### src/rtl/hook_ctrl.sv
// Gold Miner hook motion controller: swing, extend on drop, retract empty or loaded.
// Optional HOOK_WEIGHT_EN: a carried stone retracts at the slow step instead of the fast one.
module hook_ctrl (
    input  logic       clk,
    input  logic       resetn,
    input  logic       frame,
    input  logic       drop,
    input  logic       hit,
    input  logic       hit_gold,
    input  logic       game_end,
    output logic [6:0] angle,
    output logic [7:0] length,
    output logic       clockwise,
    output logic       drop_end,
    output logic       drag_end,
    output logic       busy,
    output logic       collect,
    output logic       collect_gold
);

    localparam logic [6:0] ANGLE_MAX      = 7'd80;
    localparam logic [6:0] ANGLE_CENTER   = ANGLE_MAX >> 1;
    localparam logic [7:0] LEN_MIN        = 8'd16;
    localparam logic [7:0] LEN_MAX        = 8'd120;
    localparam logic [7:0] DROP_STEP      = 8'd4;
    localparam logic [7:0] DRAG_STEP_FAST = 8'd4;
`ifdef HOOK_WEIGHT_EN
    localparam logic [7:0] DRAG_STEP_SLOW = 8'd1;
`endif

    typedef enum logic [1:0] {SWING, DROP, DRAG, HALT} state_t;

    state_t     state_q, state_d;
    logic [6:0] angle_q, angle_d;
    logic [7:0] length_q, length_d;
    logic       clockwise_q, clockwise_d;
    logic       drop_end_q, drop_end_d;
    logic       drag_end_q, drag_end_d;
    logic       busy_q, busy_d;
    logic       collect_q, collect_d;
    logic       collect_gold_q, collect_gold_d;
    logic       carrying_q, carrying_d;
    logic       carry_gold_q, carry_gold_d;

    logic [7:0] drag_step;
    logic [8:0] len_sum;
    logic [8:0] len_diff;
    logic [6:0] angle_inc;
    logic [6:0] angle_dec;

`ifdef HOOK_WEIGHT_EN
    assign drag_step = (carrying_q && !carry_gold_q) ? DRAG_STEP_SLOW : DRAG_STEP_FAST;
`else
    assign drag_step = DRAG_STEP_FAST;
`endif

    assign len_sum   = {1'b0, length_q} + {1'b0, DROP_STEP};
    assign len_diff  = {1'b0, length_q} - {1'b0, drag_step};
    assign angle_inc = angle_q + 7'd1;
    assign angle_dec = angle_q - 7'd1;

    always_ff @(posedge clk or negedge resetn) begin
        if (!resetn) begin
            state_q        <= SWING;
            angle_q        <= ANGLE_CENTER;
            length_q       <= LEN_MIN;
            clockwise_q    <= 1'b1;
            drop_end_q     <= 1'b0;
            drag_end_q     <= 1'b0;
            busy_q         <= 1'b0;
            collect_q      <= 1'b0;
            collect_gold_q <= 1'b0;
            carrying_q     <= 1'b0;
            carry_gold_q   <= 1'b0;
        end else begin
            state_q        <= state_d;
            angle_q        <= angle_d;
            length_q       <= length_d;
            clockwise_q    <= clockwise_d;
            drop_end_q     <= drop_end_d;
            drag_end_q     <= drag_end_d;
            busy_q         <= busy_d;
            collect_q      <= collect_d;
            collect_gold_q <= collect_gold_d;
            carrying_q     <= carrying_d;
            carry_gold_q   <= carry_gold_d;
        end
    end

    // game_end overrides every transition; the extent checks use the registered length.
    always_comb begin
        state_d = state_q;
        if (game_end) begin
            state_d = HALT;
        end else begin
            case (state_q)
                SWING:   if (drop) state_d = DROP;
                DROP:    if (hit || (length_q == LEN_MAX)) state_d = DRAG;
                DRAG:    if (length_q == LEN_MIN) state_d = SWING;
                default: state_d = SWING;
            endcase
        end
    end

    always_comb begin
        angle_d        = angle_q;
        length_d       = length_q;
        clockwise_d    = clockwise_q;
        drop_end_d     = 1'b0;
        drag_end_d     = 1'b0;
        collect_d      = 1'b0;
        collect_gold_d = 1'b0;
        carrying_d     = carrying_q;
        carry_gold_d   = carry_gold_q;
        busy_d         = (state_d == DROP) || (state_d == DRAG);

        if (state_d == HALT) begin
            length_d     = LEN_MIN;
            carrying_d   = 1'b0;
            carry_gold_d = 1'b0;
        end else begin
            case (state_q)
                SWING: begin
                    if ((state_d == SWING) && frame) begin
                        if (clockwise_q) begin
                            angle_d = angle_inc;
                            if (angle_inc == ANGLE_MAX) clockwise_d = 1'b0;
                        end else begin
                            angle_d = angle_dec;
                            if (angle_dec == 7'd0) clockwise_d = 1'b1;
                        end
                    end
                end
                DROP: begin
                    // A hit pre-empts the frame advance in the same cycle.
                    if (state_d == DRAG) begin
                        drop_end_d = 1'b1;
                        if (hit) begin
                            carrying_d   = 1'b1;
                            carry_gold_d = hit_gold;
                        end
                    end else if (frame) begin
                        length_d = (len_sum > {1'b0, LEN_MAX}) ? LEN_MAX : len_sum[7:0];
                    end
                end
                DRAG: begin
                    if (state_d == SWING) begin
                        drag_end_d     = 1'b1;
                        collect_d      = carrying_q;
                        collect_gold_d = carrying_q & carry_gold_q;
                        carrying_d     = 1'b0;
                        carry_gold_d   = 1'b0;
                    end else if (frame) begin
                        length_d = (len_diff[8] || (len_diff[7:0] < LEN_MIN)) ? LEN_MIN : len_diff[7:0];
                    end
                end
                default: begin
                    if (state_d == SWING) begin
                        angle_d     = ANGLE_CENTER;
                        clockwise_d = 1'b1;
                    end
                end
            endcase
        end
    end

    assign angle        = angle_q;
    assign length       = length_q;
    assign clockwise    = clockwise_q;
    assign drop_end     = drop_end_q;
    assign drag_end     = drag_end_q;
    assign busy         = busy_q;
    assign collect      = collect_q;
    assign collect_gold = collect_gold_q;

endmodule

### config.mk
export PLATFORM = sky130hd
export DESIGN_NAME = hook_ctrl
export DESIGN_NICKNAME = d
export VERILOG_FILES = /design/src/rtl/hook_ctrl.sv
export SDC_FILE = /design/constraint.sdc
export NUM_CORES = 1
export LEC_CHECK = 0
export CAP_MARGIN = 40
export CORE_MARGIN = 3
export CORE_UTILIZATION = 59
export CTS_CLUSTER_SIZE = 8
export DETAILED_ROUTE_END_ITERATION = 10
export MAX_ROUTING_LAYER = met4
export PLACE_DENSITY = 0.89
export SLEW_MARGIN = 10
export SYNTH_ARGS = -nofsm -noshare
export SYNTH_HDL_FRONTEND = slang
export SYNTH_SLANG_ARGS = --single-unit
### constraint.sdc
create_clock -name clk -period 6.8 [get_ports clk]
set_input_delay 1.36 -clock clk [delete_from_list [all_inputs] [get_ports clk]]
set_output_delay 1.36 -clock clk [all_outputs]
set_load 0.01 [all_outputs]
-- Word level (Yosys, flattened, before mapping)
Index checks and enable logic that the tools add are counted.
- add/subtract/negate cells: 4
- order comparisons: 2
- equality and inequality tests: 16
- multiplexer cells: 44
- bitwise operators: 3
- reduce and logical (&&, ||, !) cells: 13
- operator list (cell ; count):
    8-bit 2-to-1 mux ; 7
    1-bit 2-to-1 mux ; 24
    7-bit 2-to-1 mux ; 3
    3-bit != test (second input constant) ; 7
    8-bit case mux with 2 select lines ; 1
    7-bit case mux with 2 select lines ; 1
    8-bit by 3-bit adder with 9-bit output (second input constant) ; 1
    9-bit by 7-bit greater-than comparator with 1-bit output (second input constant) ; 1
    8-bit by 3-bit subtractor with 9-bit output (second input constant) ; 1
    8-bit by 5-bit equality test with 1-bit output (second input constant) ; 1
    8-bit by 7-bit equality test with 1-bit output (second input constant) ; 1
    8-bit by 5-bit less-than comparator with 1-bit output (second input constant) ; 1
    2-bit 2-to-1 mux ; 4
    4-bit AND reduction ; 2
    7-bit by 1-bit adder with 7-bit output (second input constant) ; 1
    7-bit equality test (second input constant) ; 1
    7-bit logical NOT ; 1
    7-bit by 1-bit subtractor with 7-bit output (second input constant) ; 1
    2-bit equality test (second input constant) ; 3
    1-bit case mux with 2 select lines ; 3
    2-bit case mux with 3 select lines ; 1
    5-bit AND reduction ; 1
    2-bit by 1-bit equality test with 1-bit output (second input constant) ; 2
    2-bit logical NOT ; 2
    other kinds (8) ; 11
- register bits: 25
- input port bits: 7
- output and inout bits: 21
- logic and storage cells: 93

-- Depth between registers and ports, before layout
Gate-level depths: netlist (run 1).
- depth after elaboration: 9
- mapped depth: 15

-- Worst setup path after synthesis (run 1)
OpenSTA, ideal clock, no wires.
- path type: input to register
- from: input port hit
- to: register clockwise_q, in the netlist clockwise
- setup time: 0.064 ns
- arrival: 3.184 ns
- required time: 6.736 ns
- path slack: 3.553 ns
- cell stages on the path: 12
- cells stage by stage: a41oi_1 > a211oi_1 > nor3_1 > or2_1 > ha_1 > clkbuf_1 > nor2_1 > and3_1 > clkbuf_1 > nand4_1 > a211o_1 > nand3_1
- cells in the longest elaborated chain, start to end: 8
- elaborated cells on any way between the ends: 11
- RTL lines (what ; RTL line ; RTL):
    start: declaration ; 8 ; input logic hit,
    1-bit logical OR * ; 98 ; DROP: if (hit || (length_q == LEN_MAX)) state_d = DRAG;
    2-bit 2-to-1 mux * ; 98 ;
    2-bit case mux with 3 select lines * ; 96 ; case (state_q)
    2-bit 2-to-1 mux * ; 93 ; if (game_end) begin
    via state_d[0] ; 33 ; state_t state_q, state_d;
    2-bit logical NOT ; 124, 158 ;
    1-bit logical AND ; 124 ; if ((state_d == SWING) && frame) begin
    2-bit != test (no source line) ; - ;
    4-bit AND reduction (no source line) * ; - ;
    end signal: assignment ; 79 ; clockwise_q <= clockwise_d;
    end: declaration ; 36 ; logic clockwise_q, clockwise_d;
The timed path passes the listed nets; every way through them passes the cells marked *.
A chain may end at the register's enable or synchronous reset.

-- Worst setup path in the final report (run 1)
- from: input port drop
- to: register clockwise_q, in the netlist clockwise
- cells in the longest elaborated chain, start to end: 7
- elaborated cells on any way between the ends: 10
- RTL lines (what ; RTL line ; RTL):
    start: declaration ; 7 ; input logic drop,
    2-bit 2-to-1 mux * ; 97 ; SWING: if (drop) state_d = DROP;
    2-bit case mux with 3 select lines * ; 96 ;
    2-bit 2-to-1 mux * ; 93 ;
    via state_d[1] ; 33 ;
    2-bit logical NOT ; 124, 158 ;
    1-bit logical AND ; 124 ;
    2-bit != test (no source line) ; - ;
    4-bit AND reduction (no source line) * ; - ;
Marks and branches as above.

==> flow_metrics.env, run 1 <==
export IMPL_fmax_ghz=0.2871
export IMPL_top_layer="met4"
export IMPL_dr_wl_met2_um=1831
export IMPL_path_buf_inv=2
export IMPL_areaGrowthSynthToFinish_pct=13.17
export IMPL_postRouteWirelength_um=4178
export IMPL_synth_top_family_by_area="compound AO/OA/AOI/OAI gates"
export IMPL_num_fill_cells=259
export IMPL_cap_violations=0
export IMPL_cellLeakagePower_nw=0.9280
export IMPL_gp_congestion=0.9550
export IMPL_final_common_cell="clkdlybuf4s50_1"
export IMPL_tightest_slew_ns=0.5543
export IMPL_route_detailed_drc=0
export IMPL_drive_gt1_share_pct=5.858
export IMPL_synth_area_um2=1928
export IMPL_max_vdd_ir_drop_mv=0.1814
export IMPL_grt_max_degree=20
export IMPL_reg2regPathDepth=13
export IMPL_synth_adder_area_share_pct=11.03
export IMPL_syn_avg_cell_area_um2=8.494
export IMPL_antenna_found_initial=0
export IMPL_critPathMaxStageDelay_ns=0.47
export IMPL_synth_simple_area_share_pct=22.26
export IMPL_ys_ff_latch=23
export IMPL_dr_wl_met3_um=280
export IMPL_cpMostUsedCell="nand3_1"
export IMPL_synth_yosys_seq_area_share_pct=30.11
export IMPL_routedWlPerCell_um=14.76
export IMPL_cp_depth=11
export IMPL_finalCritPeriodShare_pct=51.23
export IMPL_hold_depth=1
export IMPL_holdCritPathClass="reg2reg"
export IMPL_route_vias_total=1703
export IMPL_cp_top_family="compound AO/OA/AOI/OAI gates"
export IMPL_critPathRequiredTime_ns=7.06
export IMPL_cts_tree="built"
export IMPL_port_buffers=25
export IMPL_endpoint_kind="flip-flop"
export IMPL_post_drt_via_cell_ratio=6.018
export IMPL_overflow=0
export IMPL_synth_edf_count=0
export IMPL_powerDensity_nw_per_um2=354.8
export IMPL_finalSetupTns_ns=0
export IMPL_layout_min_cycle_time_ns=3.483
export IMPL_fin_util_pct=70.89
export IMPL_die_x_um=63.17
export IMPL_clock_latency_ns=0.32
export IMPL_cts_clk_slew_worst_paths_ns=0.13
export IMPL_clock_sinks=23
export IMPL_hpwl_um=3059
export IMPL_slew_headroom_pct=62.80
export IMPL_wirelength_met1_um=1995
export IMPL_regArea_um2=580.6
export IMPL_critical_path_class="in2reg"
export IMPL_drtIter0Drc=140
export IMPL_grt_pass1_vias=1557
export IMPL_async_reset_ff_share_pct=100.0
export IMPL_detail_route_antenna_nets=0
export IMPL_synth_ff_type="dfrtp_1"
export IMPL_dpl_cell_count=279
export IMPL_synth_mux_area_share_pct=1.687
export IMPL_post_cts_setup_buffers=0
export IMPL_cts_resized=0
export IMPL_status="finished clean"
export IMPL_ctsHoldBuffers=0
export IMPL_root_buffer="clkbuf_4"
export IMPL_h_tree_depth=1
export IMPL_final_cell_mix="clkdlybuf4s50_1, dfrtp_1, ha_1, inv_1, nor2_1"
export IMPL_worst_ep_arrival_time_ns=3.74
export IMPL_setup_viol=0
export IMPL_numCtsBuffers=3
export IMPL_antenna_cells=0
export IMPL_synthCells=227
export IMPL_synth_xor_area_share_pct=3.634
export IMPL_dieArea_um2=3990
export IMPL_startpoint_type="primary input"
export IMPL_track_usage_pct=23.96
export IMPL_hold_violations=0
export IMPL_grt_pass1_wl_um=7500
export IMPL_multi_input_area_um2=1194
export IMPL_hold_worst_slack_ns=0.4910
export IMPL_cp_max_fo=9
export IMPL_initial_utilization_pct=62.64
export IMPL_crit_slowest_cell="clkdlybuf4s50_1"
export IMPL_nNetsFinal=264
export IMPL_firstDrtPassIters=4
export IMPL_num_io_pins=28
export IMPL_rsz0062_at_grt="no"
export IMPL_yosysWarnings=0
export IMPL_clock_skew_ns=0.003338
export IMPL_clockBufferDepth=2
export IMPL_num_rows=20
export IMPL_synth_compound_area_share_pct=22.91
export IMPL_final_cells=283
export IMPL_cp_cell_sequence="clkdlybuf4s50_1 -> inv_1 -> a211o_1 -> a21oi_1 -> o21bai_1 -> ha_1 -> nor2_1 -> and3_1 -> nand3_1 -> o31ai_1 -> nand3_1"
export IMPL_coreArea_um2=3078
export IMPL_die_h_um=63.17
export IMPL_final_max_slew_violation_count=0
export IMPL_yosysUniqueCellTypes=58
## final cells by class
class / count / area share (%)
Clock inverter: 1 / 0.2294
Timing Repair Buffer: 26 / 12.16
Clock buffer: 3 / 1.032
Tap cell: 44 / 2.523
Sequential cell: 23 / 26.61
Multi-Input combinational cell: 170 / 54.70
Inverter: 16 / 2.752
## stage by stage
step	area [µm²]	power [mW]	worst slack [ns]
floorplan	1932	0.5734	3.553
global placement	2140	0.6986	3.047
detailed placement	2155	0.7048	2.985
CTS	2182	0.7719	3.329
global route	2182	0.8475	3.126
finish	2182	0.7743	3.317
## cell families after synthesis
family                     count (synthesis)
and+or+nand+nor                           77
AOI/OAI and AO/OA                         63
buffers and inverters                     35
DFF                                       23
adders and majority gates                 17
xor gates and xnor gates                   8
muxes                                      3
other                                      1
## worst paths after layout
check                            from          to  slack, ns
setup reg to reg           state_q[0]    angle[6]       3.49
setup / recovery                 drop   clockwise       3.32
hold / removal             carrying_q  carrying_q       0.49
min in group asynchronous      resetn   length[2]       1.38
hold reg to reg            carrying_q  carrying_q       0.49
max in group asynchronous      resetn   clockwise       4.87
## cell usage after synthesis, types with 2 or more instances
cell type / n / area [µm²]
a211o_1: 2 / 17.52
a211oi_1: 4 / 30.03
a21o_1: 3 / 22.52
a21oi_1: 12 / 60.06
a22o_1: 4 / 35.03
a31oi_1: 6 / 37.54
a41oi_1: 2 / 17.52
and2_1: 5 / 31.28
and3_1: 3 / 18.77
buf_2: 3 / 15.01
buf_4: 2 / 15.01
buf_6: 2 / 22.52
clkbuf_1: 12 / 45.04
dfrtp_1: 19 / 475.5
dfstp_2: 4 / 105.1
ha_1: 17 / 212.7
inv_1: 16 / 60.06
nand2_1: 13 / 48.80
nand3_1: 9 / 45.04
nand3b_1: 2 / 15.01
nand4_1: 4 / 25.02
nor2_1: 15 / 56.30
nor2b_1: 4 / 25.02
nor3_1: 8 / 40.04
nor3b_1: 2 / 15.01
o211a_1: 2 / 20.02
o21ai_0: 6 / 30.03
o21ai_1: 3 / 15.01
o22a_1: 2 / 17.52
o22ai_1: 3 / 18.77
o31ai_1: 2 / 15.01
o32ai_1: 2 / 17.52
o41ai_1: 2 / 17.52
or4b_1: 2 / 20.02
xnor2_1: 5 / 43.79
xor2_1: 3 / 26.28
## sequential cells by signal, summed over array words and instances, names as in the netlist
name / cells
collect: 1
drop_end: 1
state_q: 2
collect_gold: 1
angle: 7
clockwise: 1
carry_gold_q: 1
carrying_q: 1
length: 6
busy: 1
drag_end: 1
## report_power, final
group | leakage (nW) | total, mW | switching, mW | internal, mW
logic | 0.619 | 0.418 | 0.206 | 0.212
clock network | 0.0177 | 0.0656 | 0.0435 | 0.0221
registers | 0.291 | 0.291 | 0.109 | 0.182
total | 0.928 | 0.774 | 0.359 | 0.416
## metal layers
| layer | vias to the layer above | GRT usage [%] |
|---|---|---|
| met4 | 0 | 7.713 |
| met1 | 790 | 33.67 |
| met3 | 8 | 6.061 |
| li1 | 847 | - |
| met5 | - | - |
| met2 | 58 | 33.60 |
Note: power is estimated with default switching activity, not from simulation.
==> inputs of run 2 (changes only) <==
--- a/config.mk
+++ b/config.mk
@@ -7,11 +7,11 @@
 export LEC_CHECK = 0
 export CAP_MARGIN = 40
 export CORE_MARGIN = 3
-export CORE_UTILIZATION = 59
+export CORE_UTILIZATION = 49
 export CTS_CLUSTER_SIZE = 8
 export DETAILED_ROUTE_END_ITERATION = 10
 export MAX_ROUTING_LAYER = met4
-export PLACE_DENSITY = 0.89
+export PLACE_DENSITY = 0.79
 export SLEW_MARGIN = 10
 export SYNTH_ARGS = -nofsm -noshare
 export SYNTH_HDL_FRONTEND = slang
==> constraint.sdc (replaced) <==
create_clock -name clk -period 3.2 [get_ports clk]
set_input_delay 0.64 -clock clk [delete_from_list [all_inputs] [get_ports clk]]
set_output_delay 0.64 -clock clk [all_outputs]
set_load 0.01 [all_outputs]
==> run 2 against run 1 <==
Register-to-register slack lost 3.2 ns. Critical path depth grew 1. Non-clock buffer count grew 5. Total power grew 120%. Largest power group unchanged. Wire length grew 2.9%. Global-route usage shrank 4.4 points. Clock-buffer cell count is the same. Via count grew 1.2%. Largest cell class unchanged. Die area grew 18%. Setup slack lost 3.0 ns. First-iteration DRC count grew 12%. Flip-flop and latch count is the same.
==> flow_metrics.env, run 2 (synthesis results as in run 1) <==
export IMPL_detail_route_antenna_nets=0
export IMPL_h_tree_depth=1
export IMPL_dpl_cell_count=288
export IMPL_grt_max_degree=24
export IMPL_grt_pass1_vias=1434
export IMPL_layout_min_cycle_time_ns=2.917
export IMPL_finalPower_mw=1.734
export IMPL_regArea_um2=581.8
export IMPL_grt_pass1_wl_um=6906
export IMPL_gp_congestion=0.9343
export IMPL_antenna_cells=0
export IMPL_final_cells=292
export IMPL_ctsHoldBuffers=0
export IMPL_numCtsBuffers=3
export IMPL_coreArea_um2=3716
export IMPL_cp_max_fo=9
export IMPL_fmax_ghz=0.3428
export IMPL_hold_start="carry_gold_q"
export IMPL_final_max_slew_violation_count=0
export IMPL_initial_utilization_pct=51.89
export IMPL_dr_wl_met2_um=1833
export IMPL_slew_headroom_pct=62.12
export IMPL_multi_input_area_um2=1200
export IMPL_port_buffers=25
export IMPL_hold_violations=0
export IMPL_drtIter0Drc=157
export IMPL_max_vdd_ir_drop_mv=0.2910
export IMPL_finalSetupTns_ns=0
export IMPL_setup_viol=0
export IMPL_die_h_um=68.73
export IMPL_cts_clk_slew_worst_paths_ns=0.09
export IMPL_dieArea_um2=4724
export IMPL_final_cell_mix="clkdlybuf4s50_1, dfrtp_1, inv_1, ha_1, nor2_1"
export IMPL_reg2regPathDepth=12
export IMPL_reg2reg_from="length[3]"
export IMPL_antenna_found_initial=0
export IMPL_worst_ep_arrival_time_ns=3.08
export IMPL_hpwl_um=3095
export IMPL_die_x_um=68.73
export IMPL_path_buf_inv=1
export IMPL_place_ws_ns=0.1114
export IMPL_cp_cell_sequence="inv_1 -> ha_1 -> a31oi_1 -> a211o_1 -> a21oi_1 -> o21bai_2 -> ha_2 -> nor2_1 -> nand3_1 -> nor2_1 -> mux2_1 -> a22o_1"
export IMPL_overflow=0
export IMPL_num_fill_cells=335
export IMPL_critPathMaxStageDelay_ns=0.49
export IMPL_track_usage_pct=19.54
export IMPL_num_rows=22
export IMPL_route_detailed_drc=0
export IMPL_largest_register_ffs=7
export IMPL_dr_wl_met3_um=176
export IMPL_clock_skew_ns=0.002747
export IMPL_holdCritPathClass="reg2reg"
export IMPL_critPathRequiredTime_ns=3.36
export IMPL_clockBufferDepth=2
export IMPL_firstDrtPassIters=4
export IMPL_hold_depth=1
export IMPL_r2r_setup_slack_ns=0.28
export IMPL_cap_violations=0
export IMPL_critical_path_class="reg2reg"
export IMPL_tightest_slew_ns=0.5681
export IMPL_postRouteWirelength_um=4299
export IMPL_areaGrowthSynthToFinish_pct=16.35
export IMPL_fin_ws_ns=0.2827
export IMPL_status="finished clean"
export IMPL_cts_tree="built"
export IMPL_drive_gt1_share_pct=9.016
export IMPL_final_common_cell="clkdlybuf4s50_1"
export IMPL_hold_path_endpoint="collect_gold"
export IMPL_root_buffer="clkbuf_8"
export IMPL_num_io_pins=28
export IMPL_finalCritPeriodShare_pct=91.16
export IMPL_fin_area_um2=2243
export IMPL_route_vias_total=1723
export IMPL_wirelength_met1_um=2256
export IMPL_place_area_um2=2190
export IMPL_post_cts_setup_buffers=0
export IMPL_post_drt_via_cell_ratio=5.901
export IMPL_powerDensity_nw_per_um2=772.8
export IMPL_r2r_end="angle[6]"
export IMPL_top_layer="met4"
export IMPL_clock_latency_ns=0.26
export IMPL_routedWlPerCell_um=14.72
export IMPL_cp_top_family="compound AO/OA/AOI/OAI gates"
export IMPL_startpoint_type="flip-flop"
export IMPL_cpMostUsedCell="nor2_1"
export IMPL_endpoint_kind="flip-flop"
export IMPL_clock_sinks=23
export IMPL_nNetsFinal=269
export IMPL_cts_resized=0
export IMPL_crit_slowest_cell="dfrtp_1"
export IMPL_cellLeakagePower_nw=0.9568
run 2: layout make-up:
cell class / count / area share [%]
Sequential cell: 23 / 25.93
Clock buffer: 3 / 1.840
Clock inverter: 1 / 0.2231
Inverter: 16 / 2.677
Timing Repair Buffer: 31 / 13.16
Tap cell: 48 / 2.677
Multi-Input combinational cell: 170 / 53.49
run 2: worst max-delay path by stage:
stage | startpoint | end | slack (ns) | cells after the start
after floorplan | length[5] | clockwise | 0.36 | 14
after global placement | length[2] | angle[6] | 0.21 | 12
after detailed placement | length[2] | angle[6] | 0.11 | 12
after CTS | length[2] | angle[6] | 0.1 | 12
after global routing | length[3] | length[2] | -0.03 | 11
final | length[3] | angle[6] | 0.28 | 12
run 2: metal layers:
| metal | vias up | GRT usage, % |
|---|---|---|
| met2 | 38 | 26.94 |
| met5 | - | - |
| li1 | 852 | - |
| met4 | 0 | 4.136 |
| met1 | 827 | 30.28 |
| met3 | 6 | 2.431 |
run 2: metrics by stage:
step	hold slack, ns	utilization, %
finish	0.5008	60.37
global route	0.5096	60.37
CTS	0.5048	60.17
detailed placement	0.4620	58.92
global placement	0.4527	58.92
floorplan	0.3444	-
run 2: power breakdown:
part	switching, mW	internal (mW)	total [mW]	leakage, nW
logic	0.473	0.473	0.946	0.642
registers	0.215	0.388	0.603	0.290
clock network	0.0977	0.0870	0.185	0.0255
total	0.786	0.948	1.73	0.957
==> inputs of run 3 (changes only) <==
--- a/config.mk
+++ b/config.mk
@@ -6,7 +6,7 @@
 export NUM_CORES = 1
 export LEC_CHECK = 0
 export CAP_MARGIN = 40
-export CORE_MARGIN = 3
+export CORE_MARGIN = 5
 export CORE_UTILIZATION = 49
 export CTS_CLUSTER_SIZE = 8
 export DETAILED_ROUTE_END_ITERATION = 10
==> run 3 against run 2 <==
Utilization about the same. Worst hold slack got worse by 0.022 ns. Flip-flop and latch count unchanged. Global-route usage shrank 1.5 points. Final area is 0.78% higher. Die area grew 12%. Critical path depth rose by 1. Fmax down 1.6%. First-iteration DRC count rose by 36%. Critical path type unchanged. Largest cell class unchanged. Highest routed layer unchanged.
==> flow_metrics.env, run 3 (synthesis results as in run 1) <==
export IMPL_grt_pass1_vias=1603
export IMPL_cp_top_family="compound AO/OA/AOI/OAI gates"
export IMPL_clock_skew_ns=0.0008361
export IMPL_final_common_cell="clkdlybuf4s50_1"
export IMPL_status="finished clean"
export IMPL_postRouteWirelength_um=4376
export IMPL_final_max_slew_violation_count=0
export IMPL_num_io_pins=28
export IMPL_hpwl_um=3219
export IMPL_startpoint_type="flip-flop"
export IMPL_die_x_um=72.73
export IMPL_gp_congestion=0.9260
export IMPL_die_h_um=72.73
export IMPL_track_usage_pct=18.06
export IMPL_setup_viol=0
export IMPL_grt_max_degree=20
export IMPL_worst_ep_arrival_time_ns=3.12
export IMPL_initial_utilization_pct=51.50
export IMPL_holdCritPathClass="reg2reg"
export IMPL_areaGrowthSynthToFinish_pct=17.26
export IMPL_rsz0062_at_grt="no"
export IMPL_coreArea_um2=3744
export IMPL_cp_max_fo=9
export IMPL_clock_sinks=23
export IMPL_post_cts_setup_buffers=0
export IMPL_hold_violations=0
export IMPL_critical_path_class="reg2reg"
export IMPL_overflow=0
export IMPL_multi_input_area_um2=1196
export IMPL_detail_route_antenna_nets=0
export IMPL_regArea_um2=580.6
export IMPL_hold_worst_slack_ns=0.4792
export IMPL_path_buf_inv=2
export IMPL_num_rows=22
export IMPL_cp_cell_sequence="inv_1 -> ha_1 -> inv_1 -> a31oi_1 -> a211o_1 -> a21oi_1 -> o21bai_1 -> ha_2 -> nor2_1 -> nand3_1 -> nor2_1 -> mux2_1 -> a22o_1"
export IMPL_cp_depth=13
export IMPL_final_cells=294
export IMPL_critPathRequiredTime_ns=3.36
export IMPL_firstDrtPassIters=4
export IMPL_num_fill_cells=354
export IMPL_largest_register_ffs=7
export IMPL_hold_depth=1
export IMPL_cts_tree="built"
export IMPL_finalCritPeriodShare_pct=92.66
export IMPL_slew_headroom_pct=64.65
export IMPL_clockBufferDepth=2
export IMPL_layout_min_cycle_time_ns=2.965
export IMPL_post_drt_via_cell_ratio=5.884
export IMPL_reg2regPathDepth=13
export IMPL_antenna_cells=0
export IMPL_place_ws_ns=0.08333
export IMPL_nNetsFinal=271
export IMPL_drive_gt1_share_pct=8.943
export IMPL_route_detailed_drc=0
export IMPL_routedWlPerCell_um=14.88
export IMPL_powerDensity_nw_per_um2=769.9
export IMPL_dieArea_um2=5290
export IMPL_endpoint_kind="flip-flop"
export IMPL_antenna_found_initial=0
export IMPL_h_tree_depth=1
export IMPL_dpl_cell_count=290
export IMPL_final_cell_mix="clkdlybuf4s50_1, dfrtp_1, inv_1, ha_1, nor2_1"
export IMPL_fmax_ghz=0.3373
export IMPL_crit_slowest_cell="dfrtp_1"
export IMPL_numCtsBuffers=3
export IMPL_tightest_slew_ns=0.5303
export IMPL_cap_violations=0
export IMPL_root_buffer="clkbuf_8"
export IMPL_route_vias_total=1730
export IMPL_drtIter0Drc=213
export IMPL_max_vdd_ir_drop_mv=0.4844
export IMPL_fin_ws_ns=0.2350
export IMPL_clock_latency_ns=0.26
export IMPL_cellLeakagePower_nw=0.9700
export IMPL_grt_pass1_wl_um=7638
export IMPL_critPathMaxStageDelay_ns=0.44
export IMPL_finalSetupTns_ns=0
export IMPL_cts_clk_slew_worst_paths_ns=0.08
export IMPL_port_buffers=25
[run 3: worst paths after layout]
| kind | start | slack, ns | to |
|---|---|---|---|
| max reg2reg | state_q[0] | 0.24 | angle[6] |
| min reg2reg | carrying_q | 0.48 | carrying_q |
| min in group asynchronous | resetn | 0.61 | busy |
| max in group asynchronous | resetn | 1.97 | angle[5] |
| max | state_q[0] | 0.24 | angle[6] |
| min | carrying_q | 0.48 | carrying_q |
[run 3: final cells by class]
class,count,area share [%]
clock buffers,3,1.826
clock inverters,1,0.2214
inverters,16,2.656
multi-input cells,170,52.91
flip-flops and latches,23,25.68
well taps,48,2.656
repair buffers,33,14.06
[run 3: repair_timing]
item,4_1_cts,5_1_grt
hold buffers,0,0
setup endpoints to repair,0,2
gates resized for setup,0,1
[run 3: worst reg2reg max path, delay by kind of cell (launching register included)]
kind                     cells  cell delay (ns)
multiplexers                 1             0.28
AND/OR/NAND/NOR              3             0.44
flip-flops                   1             0.44
adder cells (fa/ha/maj)      2             0.53
AO/OA/AOI/OAI                5             0.94
buffers and inverters        2             0.22
[run 3: power by group]
group          internal (mW)  total, mW  switching [mW]
clock network         0.0870      0.184          0.0966
logic                  0.483      0.977           0.495
registers              0.387      0.580           0.193
[run 3: routing by layer]
layer | GRT usage, % | vias to the layer above | wire (µm)
li1 | - | 855 | -
met5 | - | - | 0
met3 | 3.306 | 4 | 333
met2 | 26.95 | 74 | 2012
met1 | 25.63 | 797 | 2000
met4 | 3.484 | 0 | 29
[run 3: stage by stage]
step | instance area, µm² | power (mW) | utilization [%]
4_1_cts | 2258 | 1.742 | 60.33
5_1_grt | 2261 | 1.893 | 60.39
6_report | 2261 | 1.741 | 60.39
3_3_place_gp | 2197 | 1.539 | 58.69
2_1_floorplan | 1932 | 1.218 | -
3_5_place_dp | 2212 | 1.552 | 59.09
